$ cat src/rtl/multicycle_controller.sv
// Multicycle ARM sequencing controller: main FSM, instruction decode,
// condition check and the NZCV flag register.
module multicycle_controller (
    input  logic        clk,
    input  logic        reset,
    input  logic [31:0] Instr,
    input  logic [3:0]  ALUFlags,
    output logic        PCWrite,
    output logic        MemWrite,
    output logic        RegWrite,
    output logic        IRWrite,
    output logic        AdrSrc,
    output logic [1:0]  RegSrc,
    output logic        ALUSrcA,
    output logic [1:0]  ALUSrcB,
    output logic [1:0]  ResultSrc,
    output logic [1:0]  ImmSrc,
    output logic [2:0]  ALUControl
);

    typedef enum logic [3:0] {
        FETCH  = 4'd0,
        DECODE = 4'd1,
        MEMADR = 4'd2,
        MEMRD  = 4'd3,
        MEMWB  = 4'd4,
        MEMWR  = 4'd5,
        EXECR  = 4'd6,
        EXECI  = 4'd7,
        ALUWB  = 4'd8,
        BRANCH = 4'd9
    } state_t;

    state_t      r_state;
    logic [3:0]  r_flags;

    logic [3:0]  w_cond;
    logic [1:0]  w_op;
    logic        w_i;
    logic [3:0]  w_cmd;
    logic        w_s;
    logic        w_u;
    logic        w_rd_pc;
    logic        w_unused_bits;

    assign w_cond  = Instr[31:28];
    assign w_op    = Instr[27:26];
    assign w_i     = Instr[25];
    assign w_cmd   = Instr[24:21];
    assign w_s     = Instr[20];
    assign w_u     = Instr[23];
    assign w_rd_pc = (Instr[15:12] == 4'hF);
    assign w_unused_bits = ^{Instr[19:16], Instr[11:0]};

    logic w_add;
    logic w_sub;
    logic w_and;
    logic w_orr;
    logic w_cmp;
    logic w_dp_wb;
    logic w_nz_we;
    logic w_cv_we;

    assign w_add   = (w_cmd == 4'b0100);
    assign w_sub   = (w_cmd == 4'b0010);
    assign w_and   = (w_cmd == 4'b0000);
    assign w_orr   = (w_cmd == 4'b1100);
    assign w_cmp   = (w_cmd == 4'b1010);
    assign w_dp_wb = w_add | w_sub | w_and | w_orr;
    // Logical ops only touch NZ; CV survives them.
    assign w_nz_we = (w_s & w_dp_wb) | w_cmp;
    assign w_cv_we = (w_s & (w_add | w_sub)) | w_cmp;

    logic w_n;
    logic w_z;
    logic w_c;
    logic w_v;
    logic w_cond_ex;

    assign {w_n, w_z, w_c, w_v} = r_flags;

    always_comb begin
        w_cond_ex = 1'b0;
        case (w_cond)
            4'b0000: w_cond_ex = w_z;
            4'b0001: w_cond_ex = ~w_z;
            4'b0010: w_cond_ex = w_c;
            4'b0011: w_cond_ex = ~w_c;
            4'b0100: w_cond_ex = w_n;
            4'b0101: w_cond_ex = ~w_n;
            4'b0110: w_cond_ex = w_v;
            4'b0111: w_cond_ex = ~w_v;
            4'b1000: w_cond_ex = w_c & ~w_z;
            4'b1001: w_cond_ex = ~w_c | w_z;
            4'b1010: w_cond_ex = (w_n == w_v);
            4'b1011: w_cond_ex = (w_n != w_v);
            4'b1100: w_cond_ex = ~w_z & (w_n == w_v);
            4'b1101: w_cond_ex = w_z | (w_n != w_v);
            4'b1110: w_cond_ex = 1'b1;
            default: w_cond_ex = 1'b0;
        endcase
    end

    logic [2:0] w_dp_alu;

    always_comb begin
        w_dp_alu = 3'b000;
        if (w_add)      w_dp_alu = 3'b000;
        else if (w_sub) w_dp_alu = 3'b001;
        else if (w_and) w_dp_alu = 3'b010;
        else if (w_orr) w_dp_alu = 3'b011;
        else if (w_cmp) w_dp_alu = 3'b001;
    end

    always_ff @(posedge clk) begin
        if (reset) begin
            r_state <= FETCH;
            r_flags <= 4'b0000;
        end else begin
            case (r_state)
                FETCH: r_state <= DECODE;
                DECODE: begin
                    if (!w_cond_ex)
                        r_state <= FETCH;
                    else if (w_op == 2'b01)
                        r_state <= MEMADR;
                    else if (w_op == 2'b00)
                        r_state <= w_i ? EXECI : EXECR;
                    else if (w_op == 2'b10)
                        r_state <= BRANCH;
                    else
                        r_state <= FETCH;
                end
                MEMADR: r_state <= w_s ? MEMRD : MEMWR;
                MEMRD:  r_state <= MEMWB;
                MEMWB:  r_state <= FETCH;
                MEMWR:  r_state <= FETCH;
                EXECR, EXECI: begin
                    if (w_nz_we) r_flags[3:2] <= ALUFlags[3:2];
                    if (w_cv_we) r_flags[1:0] <= ALUFlags[1:0];
                    r_state <= w_dp_wb ? ALUWB : FETCH;
                end
                ALUWB:  r_state <= FETCH;
                BRANCH: r_state <= FETCH;
                default: r_state <= FETCH;
            endcase
        end
    end

    logic w_pc_we;
    logic w_mem_we;
    logic w_reg_we;
    logic w_ir_we;

    always_comb begin
        w_pc_we    = 1'b0;
        w_mem_we   = 1'b0;
        w_reg_we   = 1'b0;
        w_ir_we    = 1'b0;
        AdrSrc     = 1'b0;
        ALUSrcA    = 1'b0;
        ALUSrcB    = 2'b00;
        ResultSrc  = 2'b00;
        ALUControl = 3'b000;
        case (r_state)
            FETCH: begin
                w_ir_we   = 1'b1;
                w_pc_we   = 1'b1;
                ALUSrcA   = 1'b1;
                ALUSrcB   = 2'b10;
                ResultSrc = 2'b10;
            end
            DECODE: begin
                ALUSrcA   = 1'b1;
                ALUSrcB   = 2'b10;
                ResultSrc = 2'b10;
            end
            MEMADR: begin
                ALUSrcB    = 2'b01;
                ALUControl = w_u ? 3'b000 : 3'b001;
            end
            MEMRD: AdrSrc = 1'b1;
            MEMWB: begin
                ResultSrc = 2'b01;
                w_reg_we  = 1'b1;
                w_pc_we   = w_rd_pc;
            end
            MEMWR: begin
                AdrSrc   = 1'b1;
                w_mem_we = 1'b1;
            end
            EXECR: ALUControl = w_dp_alu;
            EXECI: begin
                ALUSrcB    = 2'b01;
                ALUControl = w_dp_alu;
            end
            ALUWB: begin
                w_reg_we = 1'b1;
                w_pc_we  = w_rd_pc;
            end
            BRANCH: begin
                ALUSrcB   = 2'b01;
                ResultSrc = 2'b10;
                w_pc_we   = 1'b1;
            end
            default: ;
        endcase
    end

    assign PCWrite  = w_pc_we  & ~reset;
    assign MemWrite = w_mem_we & ~reset;
    assign RegWrite = w_reg_we & ~reset;
    assign IRWrite  = w_ir_we  & ~reset;
    assign RegSrc   = {w_op == 2'b01, w_op == 2'b10};
    assign ImmSrc   = w_op;

endmodule

$ cat config.mk
export PLATFORM = sky130hd
export DESIGN_NAME = multicycle_controller
export DESIGN_NICKNAME = d
export VERILOG_FILES = /design/src/rtl/multicycle_controller.sv
export SDC_FILE = /design/constraint.sdc
export NUM_CORES = 1
export LEC_CHECK = 0
export ABC_AREA = 1
export BUFFER_PORTS_ARGS = -buffer_cell sky130_fd_sc_hd__clkbuf_2
export CORE_MARGIN = 10
export CORE_UTILIZATION = 30
export CTS_CLUSTER_DIAMETER = 100
export DETAILED_ROUTE_END_ITERATION = 16
export GPL_ROUTABILITY_DRIVEN = 0
export GPL_TIMING_DRIVEN = 1
export PLACE_DENSITY_LB_ADDON = 0.25
export SKIP_CTS_REPAIR_TIMING = 1
export SLEW_MARGIN = 0
export SYNTH_ARGS = -nofsm -noshare
export SYNTH_HDL_FRONTEND = slang
export SYNTH_SLANG_ARGS = --single-unit
export TNS_END_PERCENT = 100
$ cat constraint.sdc
create_clock -name clk -period 1.5 [get_ports clk]
set_clock_uncertainty 0.2 [all_clocks]
set_input_delay 0.15 -clock clk [delete_from_list [all_inputs] [get_ports clk]]
set_output_delay 0.15 -clock clk [all_outputs]
set_load 0.01 [all_outputs]
==> results of run 1 <==
==> cell usage after synthesis, drive strengths merged <==
cell    instances
nor2           28
nand3          15
o21a            1
a21oi           9
nand2          45
nand3b          1
clkbuf          1
a211oi          1
nand4           1
a21boi          1
dfxtp           8
o21ai           8
nor3            2
buf             4
or2             1
inv            28
o311ai          1
conb            1
==> worst max-delay path: stages, from the launching register on <==
cell	delay [ns]
dfxtp_2	0.33
inv_2	0.08
nand2_2	0.06
inv_2	0.07
buf_6	0.11
nand2_4	0.05
a21oi_4	0.12
nand2_1	0.06
o21ai_1	0.07
buf_2	0.14
==> stage by stage <==
step	hold slack [ns]	cell area, µm²
final	-0.0174	1360
after CTS	-0.0823	1130
after detailed placement	0.182	1100
after floorplan	0.0817	830
after global routing	0.0166	1360
after global placement	0.176	1100
==> final cells by class <==
class / count / area share
clock buffers: 3 / 0.0166
inverters: 28 / 0.0792
repair buffers: 55 / 0.262
well taps: 31 / 0.0285
multi-input cells: 115 / 0.485
flip-flops and latches: 8 / 0.129
==> registers in the layout, summed over array words and instances, names as in the netlist <==
register and cells:
r_flags 4, r_state 4
==> metal layers <==
layer  up-vias  GRT usage  wire, µm
met4         0     0.0443        46
met1       476      0.104      1130
li1        593          -         -
met5         -          0         0
met2        26      0.146      1310
met3         5     0.0245       155
==> cell families (layout without fill, tap and decap cells) <==
| logic type | after synthesis | count (layout) | synth area share |
|---|---|---|---|
| AOI/OAI and AO/OA | 21 | 21 | 0.154 |
| other | 1 | 1 | 0.00452 |
| and+or+nand+nor | 93 | 93 | 0.484 |
| buffers and inverters | 33 | 86 | 0.164 |
| DFF | 8 | 8 | 0.193 |
==> path summary, 6_finish.rpt <==
| path | startpoint | endpoint | cells after the start |
|---|---|---|---|
| min | reset | r_state[2] | 2 |
| min reg2reg | r_flags[1] | r_flags[1] | 2 |
| max | r_state[3] | ALUControl[0] | 9 |
| max reg2reg | r_state[3] | r_flags[3] | 11 |
==> power groups by stage <==
stage	clock, mW	sequential [mW]	combinational [mW]
4_1_cts	0.168	0.224	0.215
6_report	0.166	0.229	0.259
3_5_place_dp	0	0.229	0.214
2_1_floorplan	0	0.227	0.117
5_1_grt	0.180	0.229	0.293
3_3_place_gp	0	0.229	0.214
==> impl_metrics.yaml, run 1 <==
floorplanning:
  fp.dieArea_um2: 5270
  num_rows: 19
  die_w_um: 72.6
  die_y_um: 72.6
  start_util: 0.306
  ioPinCount: 55
  core_region_area_um2: 2710
cells_and_area:
  fin_nets: 249
  drive_gt1_frac: 0.478
  antenna_cells: 0
  instances_no_fill: 240
  final_core_util: 0.501
  multi_input_area_um2: 659
  area_growth_pct: 63.8
  layout_common_cells: "35 x nand2_1, 27 x clkbuf_2, 20 x nor2_1, 19 x inv_1, 12 x nand3_1"
  fillers: 296
  layout_commonest_cell: "nand2_1"
  register_area_um2: 175
power:
  pwr-share-comb: 0.396
  leakage_nw: 0.761
  ir_worst_vdd_mv: 0.244
  switching_share: 0.350
  power_per_cell_area_nw_per_um2: 481
  p_sw_mw: 0.228
  power.total_mw: 0.653
  seq_power_share: 0.350
  power.internal_mw: 0.425
  clkPwrFrac: 0.254
routing:
  drc: 0
  drt_iter0_markers: 45
  wl_mm: 2.65
  via_count: 1100
  drt.antenna.violating_nets: 0
  vias_per_cell: 4.58
  avgRoutedWirePerCell_um: 11.0
  dr.pass1.iters: 4
clocking:
  cts_tree: "built"
  worstSkewPairLatency_ns: 0.26
  cts-htree-levels: 1
  clk_pin_slew_ns: 0.05
  cts_made_buffers: 3
  cts_buffer_depth: 2
  root_buffer: "clkbuf_4"
  cts_num_sinks: 8
sta:
  hold_viol_final: 2
  final.setup.worst_slack_ns: -0.207
  holdWs_ns: -0.0174
  drv_slew: 0
  setup-violations-final: 13
  fin_crit_sh: 1.14
  period_needed_ns: 1.71
  fmax_mhz: 586
  rsz0062_at_grt: "yes"
  finalSetupTns_ns: -1.14
setup_path:
  worstSetupPathType: "flip-flop to output port"
  rrSetupSlack_ns: -0.05
  crit_path_end_kind: "output port"
  cp_max_fo: 2
  cp.required_ns: 1.15
  setup.worst_path.start_class: "flip-flop"
  worstPathArrival_ns: 1.36
grt:
  grt_max_degree: 10
  grt_pass1_wl_mm: 4.00
  grt_pass1_vias: 1018
  grt_overflow: 0
  antenna_found_initial: 0
  grt_usage: 0.0895
synth:
  syn_nets: 194
  synth_warnings: 0
  seq_area_frac_synth: 0.193
  syn_area_um2: 830
  synth_top_cell_by_area: "dfxtp_1"
  ys_ff_latch: 8
  synth_cell_types: 25
  ys_top_cells_by_area: "dfxtp_1 19%, nand2_1 19%, nor2_1 12%, inv_1 12%, nand3_1 7.8%"
  synth_top_area_share: 0.193
  syn_avg_cell_area_um2: 5.32
  synthCells: 156
placement:
  io_buffers: 37
  dp_hpwl_mm: 2.05
  place_inst: 230
  place_ws_ns: -0.0250
worst_hold_path:
  hold_class: "input port to flip-flop"
run:
  maxCapViolCount: 0
outcome:
  violations: "hold timing, setup timing"
  outcome: "finished with violations"
Note: power is estimated with default switching activity, not from simulation.
==> run 2, diff against run 1 <==
--- a/config.mk
+++ b/config.mk
@@ -13,6 +13,7 @@
 export DETAILED_ROUTE_END_ITERATION = 16
 export GPL_ROUTABILITY_DRIVEN = 0
 export GPL_TIMING_DRIVEN = 1
+export HOLD_SLACK_MARGIN = 0.03
 export PLACE_DENSITY_LB_ADDON = 0.25
 export SKIP_CTS_REPAIR_TIMING = 1
 export SLEW_MARGIN = 0
==> run 2 against run 1 <==
Against the previous run: the run still ends with hold timing, setup timing left; flip-flop and latch count did not move; hold slack about the same; sequential share of layout area shrank 0.28 points; die area unchanged; largest cell class unchanged.
==> impl_metrics.yaml, run 2 (synthesis results as in run 1) <==
routing:
  via_count: 1110
  vias_per_cell: 4.57
  avgRoutedWirePerCell_um: 11.0
  dr.pass1.iters: 4
  drc: 0
  drt.antenna.violating_nets: 0
  drt_iter0_markers: 58
  wl_mm: 2.69
setup_path:
  crit_path_end_kind: "output port"
  crit_family: "buffers and inverters"
  cp.required_ns: 1.15
  crit_top_cell: "inv_2"
  cp_max_fo: 2
  slowest_stage: "dfxtp_2"
  worstPathArrival_ns: 1.36
  crit_buf_inv: 4
  reg2regPathDepth: 11
  slowest_delay_ns: 0.33
  worstSetupPathType: "flip-flop to output port"
  path_cells: "inv_2, nand2_2, inv_2, buf_6, nand2_4, a21oi_4, nand2_1, o21ai_1, buf_2"
  setup.worst_path.start_class: "flip-flop"
  cp.depth: 9
grt:
  grt_usage: 0.0895
  grt_pass1_vias: 1018
  grt_pass1_wl_mm: 4.00
  antenna_found_initial: 0
  grt_overflow: 0
  grt_max_degree: 10
power:
  ir_worst_vdd_mv: 0.253
  power_per_cell_area_nw_per_um2: 476
  leakage_nw: 0.774
sta:
  fin_crit_sh: 1.14
  drv_slew: 0
  period_needed_ns: 1.71
  hold_viol_final: 2
  final.setup.worst_slack_ns: -0.208
  finalSetupTns_ns: -1.15
  fmax_mhz: 585
  setup-violations-final: 13
  rsz0062_at_grt: "yes"
  holdWs_ns: -0.0174
clocking:
  clk_pin_slew_ns: 0.06
  cts_buffer_depth: 2
  cts-htree-levels: 1
  cts_num_sinks: 8
  root_buffer: "clkbuf_4"
  cts_made_buffers: 3
  worstSkewPairLatency_ns: 0.26
  cts_tree: "built"
cells_and_area:
  register_area_um2: 175
  instances_no_fill: 243
  area_growth_pct: 67.4
  fillers: 292
  drive_gt1_frac: 0.472
  antenna_cells: 0
  reg_top3: "r_flags: 4 flops, r_state: 4 flops"
  final_core_util: 0.512
  layout_commonest_cell: "nand2_1"
  fin_nets: 252
  multi_input_area_um2: 659
  layout_common_cells: "35 x nand2_1, 27 x clkbuf_2, 20 x nor2_1, 19 x inv_1, 12 x nand3_1"
floorplanning:
  start_util: 0.306
  core_region_area_um2: 2710
  num_rows: 19
  ioPinCount: 55
  die_w_um: 72.6
  die_y_um: 72.6
  fp.dieArea_um2: 5270
placement:
  place_inst: 230
  place_ws_ns: -0.0250
  dp_hpwl_mm: 2.05
  io_buffers: 37
run:
  maxCapViolCount: 0
worst_hold_path:
  holdPathStages: 2
  hold_class: "input port to flip-flop"
outcome:
  outcome: "finished with violations"
  violations: "hold timing, setup timing"
-- run 2: metal layers --
layer | wire (µm) | vias up | global-route usage
li1 | - | 600 | -
met1 | 1150 | 479 | 0.104
met2 | 1340 | 26 | 0.146
met3 | 141 | 5 | 0.0245
met4 | 46 | 0 | 0.0443
met5 | 0 | - | 0
-- run 2: final cells by class --
cell class              count  share of cell area
flip-flops and latches      8               0.126
repair buffers             58               0.277
inverters                  28              0.0775
clock buffers               3              0.0162
multi-input cells         115               0.475
well taps                  31              0.0279
-- run 2: worst register-to-register path: stages, from the launching register on --
cell and delay, ns:
dfxtp_2 0.33, inv_2 0.08, nand2_2 0.06, inv_2 0.07, buf_6 0.11, nand2_4 0.05
a21oi_4 0.12, nand2_2 0.08, nand2_2 0.10, nand2_4 0.07, a21oi_2 0.11, nor2_1 0.05
-- run 2: path summary, 6_finish.rpt --
check	startpoint	to	slack, ns
setup / recovery	r_state[3]	ALUControl[0]	-0.21
hold reg to reg	r_flags[1]	r_flags[1]	0.36
setup reg to reg	r_state[3]	r_flags[3]	-0.05
hold / removal	reset	r_state[1]	-0.02
-- run 2: power by group --
group | leakage (nW) | switching [mW] | internal, mW
Clock | 0.0138 | 0.0745 | 0.0916
Combinational | 0.692 | 0.145 | 0.121
Sequential | 0.0685 | 0.0115 | 0.217
Total | 0.774 | 0.231 | 0.430
-- run 2: stage by stage --
stage          cell area, µm²  total power [mW]
6_report                 1390             0.661
5_1_grt                  1390             0.708
4_1_cts                  1130             0.608
3_5_place_dp             1100             0.443
3_3_place_gp             1100             0.443
2_1_floorplan             830             0.344
